File: src/rtl/alu_mdu.sv
// alu_mdu: single-cycle integer ALU plus an iterative multiply/divide unit.
// One request in flight at a time; results are presented as a one-cycle
// o_valid pulse with o_result held until the next completed operation.
module alu_mdu #(
  parameter int XLEN = 32
) (
  input  logic            i_clk,
  input  logic            i_rst_n,
  input  logic            i_valid,
  output logic            o_ready,
  input  logic [4:0]      i_alu_op,
  input  logic [XLEN-1:0] i_operand_a,
  input  logic [XLEN-1:0] i_operand_b,
  input  logic            i_flush,
  output logic            o_valid,
  output logic [XLEN-1:0] o_result
);

  localparam int SHW = $clog2(XLEN);
  localparam int CW  = $clog2(XLEN + 1);

  localparam logic [1:0] S_IDLE = 2'd0;
  localparam logic [1:0] S_BUSY = 2'd1;
  localparam logic [1:0] S_DONE = 2'd2;

  localparam logic [4:0] OP_ADD    = 5'd0;
  localparam logic [4:0] OP_SUB    = 5'd1;
  localparam logic [4:0] OP_SLL    = 5'd2;
  localparam logic [4:0] OP_SLT    = 5'd3;
  localparam logic [4:0] OP_SLTU   = 5'd4;
  localparam logic [4:0] OP_XOR    = 5'd5;
  localparam logic [4:0] OP_SRL    = 5'd6;
  localparam logic [4:0] OP_SRA    = 5'd7;
  localparam logic [4:0] OP_OR     = 5'd8;
  localparam logic [4:0] OP_AND    = 5'd9;
  localparam logic [4:0] OP_MUL    = 5'd10;
  localparam logic [4:0] OP_MULH   = 5'd11;
  localparam logic [4:0] OP_MULHSU = 5'd12;
  localparam logic [4:0] OP_MULHU  = 5'd13;
  localparam logic [4:0] OP_DIV    = 5'd14;
  localparam logic [4:0] OP_DIVU   = 5'd15;
  localparam logic [4:0] OP_REM    = 5'd16;
  localparam logic [4:0] OP_REMU   = 5'd17;

  localparam logic [XLEN-1:0] MOST_NEG = {1'b1, {(XLEN-1){1'b0}}};

  // Architectural state
  logic [1:0]        state_q, state_d;
  logic [CW-1:0]     cnt_q, cnt_d;
  logic [XLEN-1:0]   result_q, result_d;
  logic [4:0]        op_q, op_d;
  logic              neg_q, neg_d;          // negate product / quotient at the end
  logic              rem_neg_q, rem_neg_d;  // negate remainder at the end
  // Shared iterative datapath: for multiply acc = {partial high, multiplier},
  // for divide acc = {partial remainder, dividend/quotient}.
  logic [2*XLEN-1:0] acc_q, acc_d;
  logic [XLEN-1:0]   opnd_q, opnd_d;        // multiplicand or divisor magnitude

  // Request decode
  logic              accept;
  logic [SHW-1:0]    shamt;
  logic              is_mul, is_div, div_signed, b_zero, div_ovf;
  logic              a_signed, b_signed, a_neg, b_neg, op_is_rem;
  logic [XLEN-1:0]   mag_a, mag_b, single_res;

  // Iteration step and final sign restoration
  logic [XLEN:0]     mul_sum, div_shift, div_trial;
  logic [2*XLEN-1:0] acc_step, prod_fix;
  logic [XLEN-1:0]   quo_step, rem_step, fin_res;

  assign o_ready  = (state_q != S_BUSY);
  assign o_valid  = (state_q == S_DONE);
  assign o_result = result_q;
  assign accept   = i_valid & o_ready & ~i_flush;
  assign shamt    = i_operand_b[SHW-1:0];

  // Decode the incoming request and its single-cycle result
  always_comb begin
    is_mul     = (i_alu_op >= OP_MUL) && (i_alu_op <= OP_MULHU);
    is_div     = (i_alu_op >= OP_DIV) && (i_alu_op <= OP_REMU);
    div_signed = (i_alu_op == OP_DIV) || (i_alu_op == OP_REM);
    op_is_rem  = (i_alu_op == OP_REM) || (i_alu_op == OP_REMU);
    b_zero     = (i_operand_b == '0);
    div_ovf    = div_signed && (i_operand_a == MOST_NEG) && (i_operand_b == '1);
    a_signed   = (i_alu_op == OP_MULH) || (i_alu_op == OP_MULHSU) || div_signed;
    b_signed   = (i_alu_op == OP_MULH) || div_signed;
    a_neg      = a_signed & i_operand_a[XLEN-1];
    b_neg      = b_signed & i_operand_b[XLEN-1];
    mag_a      = a_neg ? (-i_operand_a) : i_operand_a;
    mag_b      = b_neg ? (-i_operand_b) : i_operand_b;

    single_res = '0;
    case (i_alu_op)
      OP_ADD:  single_res = i_operand_a + i_operand_b;
      OP_SUB:  single_res = i_operand_a - i_operand_b;
      OP_SLL:  single_res = i_operand_a << shamt;
      OP_SLT:  single_res = {{(XLEN-1){1'b0}}, ($signed(i_operand_a) < $signed(i_operand_b))};
      OP_SLTU: single_res = {{(XLEN-1){1'b0}}, (i_operand_a < i_operand_b)};
      OP_XOR:  single_res = i_operand_a ^ i_operand_b;
      OP_SRL:  single_res = i_operand_a >> shamt;
      OP_SRA:  single_res = $unsigned($signed(i_operand_a) >>> shamt);
      OP_OR:   single_res = i_operand_a | i_operand_b;
      OP_AND:  single_res = i_operand_a & i_operand_b;
      // Only reached for divide-by-zero or signed overflow; a signed
      // overflow quotient equals A and its remainder is zero.
      OP_DIV, OP_DIVU: single_res = b_zero ? '1 : i_operand_a;
      OP_REM, OP_REMU: single_res = b_zero ? i_operand_a : '0;
      default: single_res = '0;
    endcase
  end

  // One shift-add or restoring-subtract step plus the sign-corrected result
  always_comb begin
    mul_sum   = {1'b0, acc_q[2*XLEN-1:XLEN]} + (acc_q[0] ? {1'b0, opnd_q} : '0);
    div_shift = {acc_q[2*XLEN-1:XLEN], acc_q[XLEN-1]};
    div_trial = div_shift - {1'b0, opnd_q};
    if (op_q >= OP_DIV) begin
      if (div_trial[XLEN])
        acc_step = {div_shift[XLEN-1:0], acc_q[XLEN-2:0], 1'b0};
      else
        acc_step = {div_trial[XLEN-1:0], acc_q[XLEN-2:0], 1'b1};
    end else begin
      acc_step = {mul_sum, acc_q[XLEN-1:1]};
    end

    prod_fix = neg_q ? (-acc_step) : acc_step;
    quo_step = acc_step[XLEN-1:0];
    rem_step = acc_step[2*XLEN-1:XLEN];

    fin_res = '0;
    case (op_q)
      OP_MUL:                       fin_res = prod_fix[XLEN-1:0];
      OP_MULH, OP_MULHSU, OP_MULHU: fin_res = prod_fix[2*XLEN-1:XLEN];
      OP_DIV, OP_DIVU:              fin_res = neg_q ? (-quo_step) : quo_step;
      OP_REM, OP_REMU:              fin_res = rem_neg_q ? (-rem_step) : rem_step;
      default:                      fin_res = '0;
    endcase
  end

  // Next-state logic for the IDLE/BUSY/DONE controller and datapath
  always_comb begin
    state_d   = state_q;
    cnt_d     = cnt_q;
    result_d  = result_q;
    op_d      = op_q;
    neg_d     = neg_q;
    rem_neg_d = rem_neg_q;
    acc_d     = acc_q;
    opnd_d    = opnd_q;

    case (state_q)
      S_BUSY: begin
        if (i_flush) begin
          state_d = S_IDLE;
          cnt_d   = '0;
        end else begin
          acc_d = acc_step;
          cnt_d = cnt_q - CW'(1);
          if (cnt_q == CW'(1)) begin
            state_d  = S_DONE;
            result_d = fin_res;
          end
        end
      end
      default: begin
        // IDLE and DONE both accept; a flush or no request falls back to IDLE.
        state_d = S_IDLE;
        if (accept) begin
          if (is_mul || (is_div && !b_zero && !div_ovf)) begin
            state_d   = S_BUSY;
            cnt_d     = CW'(XLEN);
            op_d      = i_alu_op;
            neg_d     = a_neg ^ b_neg;
            rem_neg_d = a_neg;
            if (is_mul) begin
              acc_d  = {{XLEN{1'b0}}, mag_b};
              opnd_d = mag_a;
            end else begin
              acc_d  = {{XLEN{1'b0}}, mag_a};
              opnd_d = mag_b;
            end
          end else begin
            state_d  = S_DONE;
            result_d = single_res;
          end
        end
        // op_is_rem only matters for the sign flag chosen above
        if (accept && is_div && op_is_rem) rem_neg_d = a_neg;
      end
    endcase
  end

  // State registers with asynchronous active-low reset
  always_ff @(posedge i_clk or negedge i_rst_n) begin
    if (!i_rst_n) begin
      state_q   <= S_IDLE;
      cnt_q     <= '0;
      result_q  <= '0;
      op_q      <= '0;
      neg_q     <= 1'b0;
      rem_neg_q <= 1'b0;
      acc_q     <= '0;
      opnd_q    <= '0;
    end else begin
      state_q   <= state_d;
      cnt_q     <= cnt_d;
      result_q  <= result_d;
      op_q      <= op_d;
      neg_q     <= neg_d;
      rem_neg_q <= rem_neg_d;
      acc_q     <= acc_d;
      opnd_q    <= opnd_d;
    end
  end

endmodule

File: config.mk
export PLATFORM = sky130hd
export DESIGN_NAME = alu_mdu
export DESIGN_NICKNAME = d
export VERILOG_FILES = /design/src/rtl/alu_mdu.sv
export SDC_FILE = /design/constraint.sdc
export NUM_CORES = 1
export LEC_CHECK = 0
export CAP_MARGIN = 10
export CORE_UTILIZATION = 30
export CTS_CLUSTER_DIAMETER = 30
export DETAILED_ROUTE_END_ITERATION = 8
export SYNTH_ARGS = -nofsm -noshare
export SYNTH_HDL_FRONTEND = slang
export SYNTH_SLANG_ARGS = --single-unit
File: constraint.sdc
create_clock -name i_clk -period 7.14 [get_ports i_clk]
set_clock_uncertainty 0.1 [all_clocks]
set_input_delay 1.785 -clock i_clk [delete_from_list [all_inputs] [get_ports i_clk]]
set_output_delay 1.785 -clock i_clk [all_outputs]
set_load 0.05 [all_outputs]
==> impl_metrics.json, run 1 <==
{
  "area_growth_pct": 12.2,
  "grt_pass1_wl_mm": 168,
  "cts_buffers": 17,
  "fin_crit_sh_pct": 92.5,
  "whs_ns": 0.403,
  "async_flop_share_pct": 100,
  "arrival_ns": 6.84,
  "vias": 27046,
  "fin_tns_setup_ns": 0,
  "yosysMostFrequentCell": "nand2_1",
  "grt_max_degree": 78,
  "cts_buffer_depth": 2,
  "drive_gt1_share_pct": 7.37,
  "cts_htree_levels": 4,
  "grt_pass1_vias": 25479,
  "worstSetupEndpointType": "register",
  "synth_edf_count": 0,
  "die_w_um": 284,
  "n_antenna_cell": 0,
  "min_path_cells": 1,
  "status": "complete, no violations",
  "fill_cells": 8477,
  "drv_slew": 0,
  "avgSynthCellArea_um2": 7.06,
  "hp-start": "o_result[13]$_DFFE_PN0P_",
  "slew_headroom_pct": 23.6,
  "drt-pass1-iter-count": 9,
  "pin_count": 107,
  "power.total_mw": 8.53,
  "whs_endpoint": "o_result[13]$_DFFE_PN0P_",
  "cts_tree": "built",
  "viasPerCell": 6.12,
  "cp_data_required_time_ns": 7.38,
  "routed_wl_mm": 114,
  "syn_inst": 3374,
  "num_rows": 102,
  "utilization_pct": 34.3,
  "r2r_slack_ns": 0.54,
  "cap_violations": 0,
  "dieHeight_um": 284,
  "post_cts_buffers": 0,
  "cts_root_buf": "clkbuf_16",
  "synth.top_cell.area_share_pct": 15.0,
  "first_iter_violations": 3476,
  "reg2reg_depth": 24,
  "fin_crit_ns": 6.60,
  "ant_nets": 0,
  "rsz0062_at_grt": "no",
  "antenna_found_initial": 3,
  "start_util_pct": 30.6,
  "design.die.area_um2": 80500,
  "setup_viol": 0,
  "fin_nets": 3610,
  "multi_input_comb_area_um2": 18800,
  "tightest_slew_ns": 1.14,
  "gp_congestion": 1.02,
  "ys_warn_count": 0,
  "cpMaxStageDelayCell": "a2111oi_4",
  "gr-total-overflow": 0,
  "r2r_start": "acc_q[31]$_DFFE_PN0P_",
  "synth_area_um2": 23800,
  "wire_per_inst_um": 25.7,
  "seq_area_um2": 3580,
  "ys_ff_latch": 143,
  "insertion_delay_ns": 0.46,
  "place_inst": 4386,
  "start_kind": "register",
  "ir_worst_vdd_uv": 232,
  "synthFlopType": "dfrtp_1",
  "crit_top_cell": "nand2_1",
  "clock_sinks": 143,
  "clkTransAtPathRegs_ns": 0.07,
  "netlist-cell-type-count": 105,
  "seq_area_frac_synth_pct": 15.0,
  "port-buffer-count": 106,
  "critical_path_class": "register to register",
  "grt_use_total_pct": 27.4,
  "timing.fmax_mhz": 151,
  "path_cells": "inv_1 > ha_1 > inv_1 > fa_1 > a211oi_1 > o21ai_2 > o2111ai_4 > a2111oi_4 > nor3_1 > nor2_2 > nand2_1 > inv_1 > ha_1 > nand2_1 > nor3_1 > nand2_1 > buf_4 > nor2_1 > nand2_1 > and3_1 > o21ai_0 > o211ai_1 > nor3_1 > o21ai_0",
  "hp-class": "register to register",
  "leakagePower_nw": 11.0,
  "synth.area.top_cells": "dfrtp_1 15%, ha_1 8.8%, o21ai_0 7.7%, a21oi_1 5.9%, nand2_1 5.9%",
  "synth_nets": 3619,
  "worst-path-max-fanout": 8,
  "place_hpwl_mm": 90.8,
  "core_area_um2": 78000,
  "drc": 0,
  "fin_cells": 4418,
  "rr_endpoint": "o_result[28]$_DFFE_PN0P_",
  "hold_viol_final": 0,
  "cts_resized": 0,
  "slowest_delay_ns": 0.62,
  "power_density_nw_per_um2": 319,
  "synth_top_area_cell": "dfrtp_1",
  "postCtsHoldBufs": 0,
  "synthTopCellsByCount": "375 x nand2_1, 366 x o21ai_0, 307 x nor2_1, 283 x a21oi_1, 186 x clkbuf_1"
}
[flip-flops by register name, summed over array words and instances, names as in the netlist]
register / cells
acc_q: 64
o_result: 32
opnd_q: 32
cnt_q: 6
op_q: 5
state_q: 2
neg_q: 1
rem_neg_q: 1
[through the flow]
step | setup WS, ns | area, um^2
after floorplan | 1.30 | 23800
after CTS | 0.772 | 26700
after global placement | 0.665 | 26100
after detailed placement | 0.573 | 26100
final | 0.536 | 26700
after global routing | 0.337 | 26700
[how the worst max path moves through the flow]
stage	from	endpoint	slack, ns
floorplan	i_operand_b[0]	o_result[29]$_DFFE_PN0P_	1.30
global placement	i_operand_a[3]	o_result[19]$_DFFE_PN0P_	0.67
detailed placement	i_operand_a[0]	o_result[19]$_DFFE_PN0P_	0.57
CTS	acc_q[31]$_DFFE_PN0P_	o_result[0]$_DFFE_PN0P_	0.77
global route	acc_q[31]$_DFFE_PN0P_	o_result[4]$_DFFE_PN0P_	0.34
finish	acc_q[31]$_DFFE_PN0P_	o_result[28]$_DFFE_PN0P_	0.54
[power by group]
part | internal (mW) | total, mW | switching, mW | leakage [nW]
Combinational | 2.10 | 6.09 | 3.99 | 8.87
Clock | 0.601 | 1.01 | 0.407 | 0.318
Sequential | 1.05 | 1.43 | 0.374 | 1.83
[routing by layer]
| layer | global-route usage (%) | wire length (um) | up-vias | part of all wire (%) |
|---|---|---|---|---|
| met3 | 4.18 | 9500 | 222 | 8.4 |
| li1 | - | - | 12394 | - |
| met4 | 11.1 | 4870 | 4 | 4.3 |
| met1 | 35.8 | 47100 | 13084 | 41 |
| met5 | 0 | 26 | - | 0.023 |
| met2 | 44.7 | 52200 | 1342 | 46 |
[kinds of logic after synthesis]
kind of cell    synth area share [%]
compound gates                  33.2
xor+xnor                        6.84
fa+ha+maj                       9.16
buf+inv                         6.37
flops                           15.0
mux                             8.14
simple gates                    21.3
[placed cells by master (no fill, tap or decap), types with 14 or more instances in the layout]
cell type / Yosys / routed
inv_1: 152 / 152
nand4_1: 42 / 42
mux4_2: 15 / 15
a21o_1: 42 / 42
a22oi_1: 29 / 29
a222oi_1: 17 / 17
o31a_1: 15 / 15
and2_1: 47 / 47
xnor2_1: 145 / 145
a211oi_1: 50 / 50
nor4_1: 17 / 16
o211ai_1: 41 / 41
clkbuf_16: 0 / 17
o21bai_1: 27 / 27
mux2_2: 22 / 22
o22ai_1: 25 / 24
or3_1: 16 / 16
a211o_1: 14 / 14
a221oi_1: 28 / 28
and3_1: 28 / 28
a31oi_1: 47 / 47
nand2_1: 375 / 374
nor2_1: 307 / 306
nor2b_1: 15 / 14
o21ai_0: 366 / 366
nand2b_1: 38 / 38
dfrtp_1: 143 / 143
nand3_1: 49 / 49
o31ai_1: 33 / 33
clkdlybuf4s50_1: 0 / 99
o21ai_1: 17 / 17
buf_4: 3 / 104
ha_1: 168 / 168
nor3_1: 76 / 76
a21oi_1: 283 / 283
mux2i_1: 134 / 134
a22o_1: 22 / 22
xor2_1: 41 / 41
[worst max-delay path, delay by kind of cell, from the launching register on]
| kind | cells | cell delay [ns] |
|---|---|---|
| AO/OA/AOI/OAI | 7 | 2.43 |
| AND/OR/NAND/NOR | 10 | 2.26 |
| adder cells (fa/ha/maj) | 3 | 0.64 |
| buffers and inverters | 4 | 0.57 |
| flip-flops | 1 | 0.47 |
[layout make-up]
cell class              count  share of cell area (%)
clock buffers              18                    1.64
clock inverters            14                   0.759
inverters                 158                    2.22
multi-input cells        2836                    70.3
flip-flops and latches    143                    13.4
well taps                1040                    4.87
repair buffers            209                    6.82
No activity file was read; power rests on OpenSTA's default activity.
==> inputs of run 2 (changes only) <==
--- a/config.mk
+++ b/config.mk
@@ -11,2 +11,3 @@
 export DETAILED_ROUTE_END_ITERATION = 8
+export SKIP_LAST_GASP = 1
 export SYNTH_ARGS = -nofsm -noshare
--- a/constraint.sdc
+++ b/constraint.sdc
@@ -4,2 +4,2 @@
 set_output_delay 1.785 -clock i_clk [all_outputs]
-set_load 0.05 [all_outputs]
+set_load 0.01 [all_outputs]
==> run 2 against run 1 <==
Against the previous run:
- cell count about the same
- register-to-register slack about the same
- first-iteration DRC count up 5.2%
- sequential share of layout area about the same
- power down 0.83%
- setup slack worse by 0.0022 ns
- critical path depth down 2
- routed wire length about the same
- non-clock buffer count down 1
- largest cell class unchanged
- hold slack better by 0.0065 ns
- global-route usage down 0.22 points
- clock power about the same
==> impl_metrics.json, run 2 (same netlist as run 1, synthesis figures left out) <==
{
  "slew_headroom_pct": 24.0,
  "insertion_delay_ns": 0.46,
  "arrival_ns": 6.84,
  "critical_path_class": "register to register",
  "fill_cells": 8397,
  "port-buffer-count": 106,
  "num_rows": 102,
  "cpMaxStageDelayCell": "nor3b_2",
  "cts_buffers": 17,
  "start_util_pct": 30.6,
  "clock_sinks": 143,
  "cap_violations": 0,
  "clkTransAtPathRegs_ns": 0.07,
  "area_growth_pct": 12.3,
  "path_cells": "inv_1 > ha_1 > inv_1 > fa_1 > a211oi_1 > o21ai_2 > o2111ai_4 > a2111o_1 > nand3_2 > a21oi_1 > a311oi_4 > inv_1 > ha_1 > inv_1 > nor4_1 > o32a_1 > nand3_1 > nor3b_2 > a21oi_1 > or3b_1 > a22oi_1 > o21ai_1",
  "routed_wl_mm": 114,
  "fin_tns_setup_ns": 0,
  "drv_slew": 0,
  "vias": 27416,
  "largest_reg_flops": 64,
  "cts_buffer_depth": 2,
  "drive_gt1_share_pct": 7.23,
  "grt_pass1_wl_mm": 167,
  "critPathTopFamily": "compound AO/OA/AOI/OAI gates",
  "ir_worst_vdd_uv": 205,
  "fin_crit_sh_pct": 92.5,
  "worst-path-buf-inv": 4,
  "ant_nets": 0,
  "gp_congestion": 1.02,
  "status": "complete, no violations",
  "hp-class": "register to register",
  "worst-path-max-fanout": 8,
  "first_iter_violations": 3658,
  "core_area_um2": 78000,
  "grt_pass1_vias": 25160,
  "place_hpwl_mm": 90.0,
  "drc": 0,
  "cts_resized": 0,
  "leakagePower_nw": 11.0,
  "post_cts_buffers": 0,
  "viasPerCell": 6.21,
  "fin_nets": 3609,
  "cts_root_buf": "clkbuf_16",
  "crit_top_cell": "inv_1",
  "cts_htree_levels": 4,
  "hold_viol_final": 0,
  "design.die.area_um2": 80500,
  "pin_count": 107,
  "tightest_slew_ns": 1.13,
  "fin_crit_ns": 6.61,
  "worstSetupEndpointType": "register",
  "fin_cells": 4417,
  "antenna_found_initial": 4,
  "place_inst": 4385,
  "cts_tree": "built",
  "setup_viol": 0,
  "dieHeight_um": 284,
  "slowest_delay_ns": 0.49,
  "grt_use_total_pct": 27.1,
  "timing.fmax_mhz": 151,
  "grt_max_degree": 89,
  "power_density_nw_per_um2": 316,
  "wire_per_inst_um": 25.7,
  "mostFrequentLayoutCells": "374 x nand2_1, 366 x o21ai_0, 306 x nor2_1",
  "cp_data_required_time_ns": 7.37,
  "gr-total-overflow": 0,
  "layout_commonest_cell": "nand2_1",
  "drt-pass1-iter-count": 7,
  "start_kind": "register",
  "postCtsHoldBufs": 0,
  "largest_register": "acc_q",
  "die_w_um": 284,
  "rsz0062_at_grt": "no"
}
run 2: final timing paths:
check | from | to | slack, ns | cells after the start
worst max-delay path | acc_q[31]$_DFFE_PN0P_ | o_result[30]$_DFFE_PN0P_ | 0.53 | 22
worst min register to register | opnd_q[30]$_DFFE_PN0P_ | opnd_q[30]$_DFFE_PN0P_ | 0.41 | 2
worst min-delay path | opnd_q[30]$_DFFE_PN0P_ | opnd_q[30]$_DFFE_PN0P_ | 0.41 | 2
min in group asynchronous | i_rst_n | opnd_q[8]$_DFFE_PN0P_ | 1.28 | 1
worst max register to register | acc_q[31]$_DFFE_PN0P_ | o_result[30]$_DFFE_PN0P_ | 0.53 | 22
max in group asynchronous | i_rst_n | o_result[3]$_DFFE_PN0P_ | 4.32 | 2
run 2: per-layer routing:
layer	part of all wire, %	routed length, um	vias up	track usage, %
li1	-	-	12371	-
met1	42	47600	13225	36.3
met2	45	51600	1568	43.8
met3	8.0	9130	248	3.08
met4	4.7	5320	4	11.6
met5	0.028	32	-	0
run 2: metrics by stage:
step | worst slack, ns | instance area [um^2] | utilization (%) | hold WS [ns] | power (mW)
global route | 0.329 | 26700 | 34.3 | 0.419 | 8.96
finish | 0.534 | 26700 | 34.3 | 0.410 | 8.46
global placement | 0.556 | 26100 | 33.5 | 0.385 | 7.23
detailed placement | 0.427 | 26100 | 33.5 | 0.396 | 7.23
floorplan | 1.30 | 23800 | - | 0.364 | 5.40
CTS | 0.795 | 26700 | 34.3 | 0.411 | 8.28
run 2: cell type report:
cell class                 count  area (um^2)  area share (%)
multi-input combinational   2836        18800            70.2
clock inverter                 9          180           0.674
clock buffer                  22          464            1.74
timing repair buffer         208         1840            6.88
antenna                        1         2.50         0.00936
inverter                     158          593            2.22
tap                         1040         1300            4.87
sequential                   143         3580            13.4
run 2: worst reg2reg max path: cells and delay by family (launching register included):
| family | cells | cell delay (ns) |
|---|---|---|
| AOI/OAI and AO/OA | 10 | 2.64 |
| and+or+nand+nor | 5 | 1.90 |
| adders and majority gates | 3 | 0.89 |
| buffers and inverters | 4 | 0.51 |
| DFF | 1 | 0.45 |
run 2: report_power, final:
part	internal, mW	switching (mW)
Combinational	2.10	3.90
Clock	0.637	0.376
Sequential	1.06	0.385
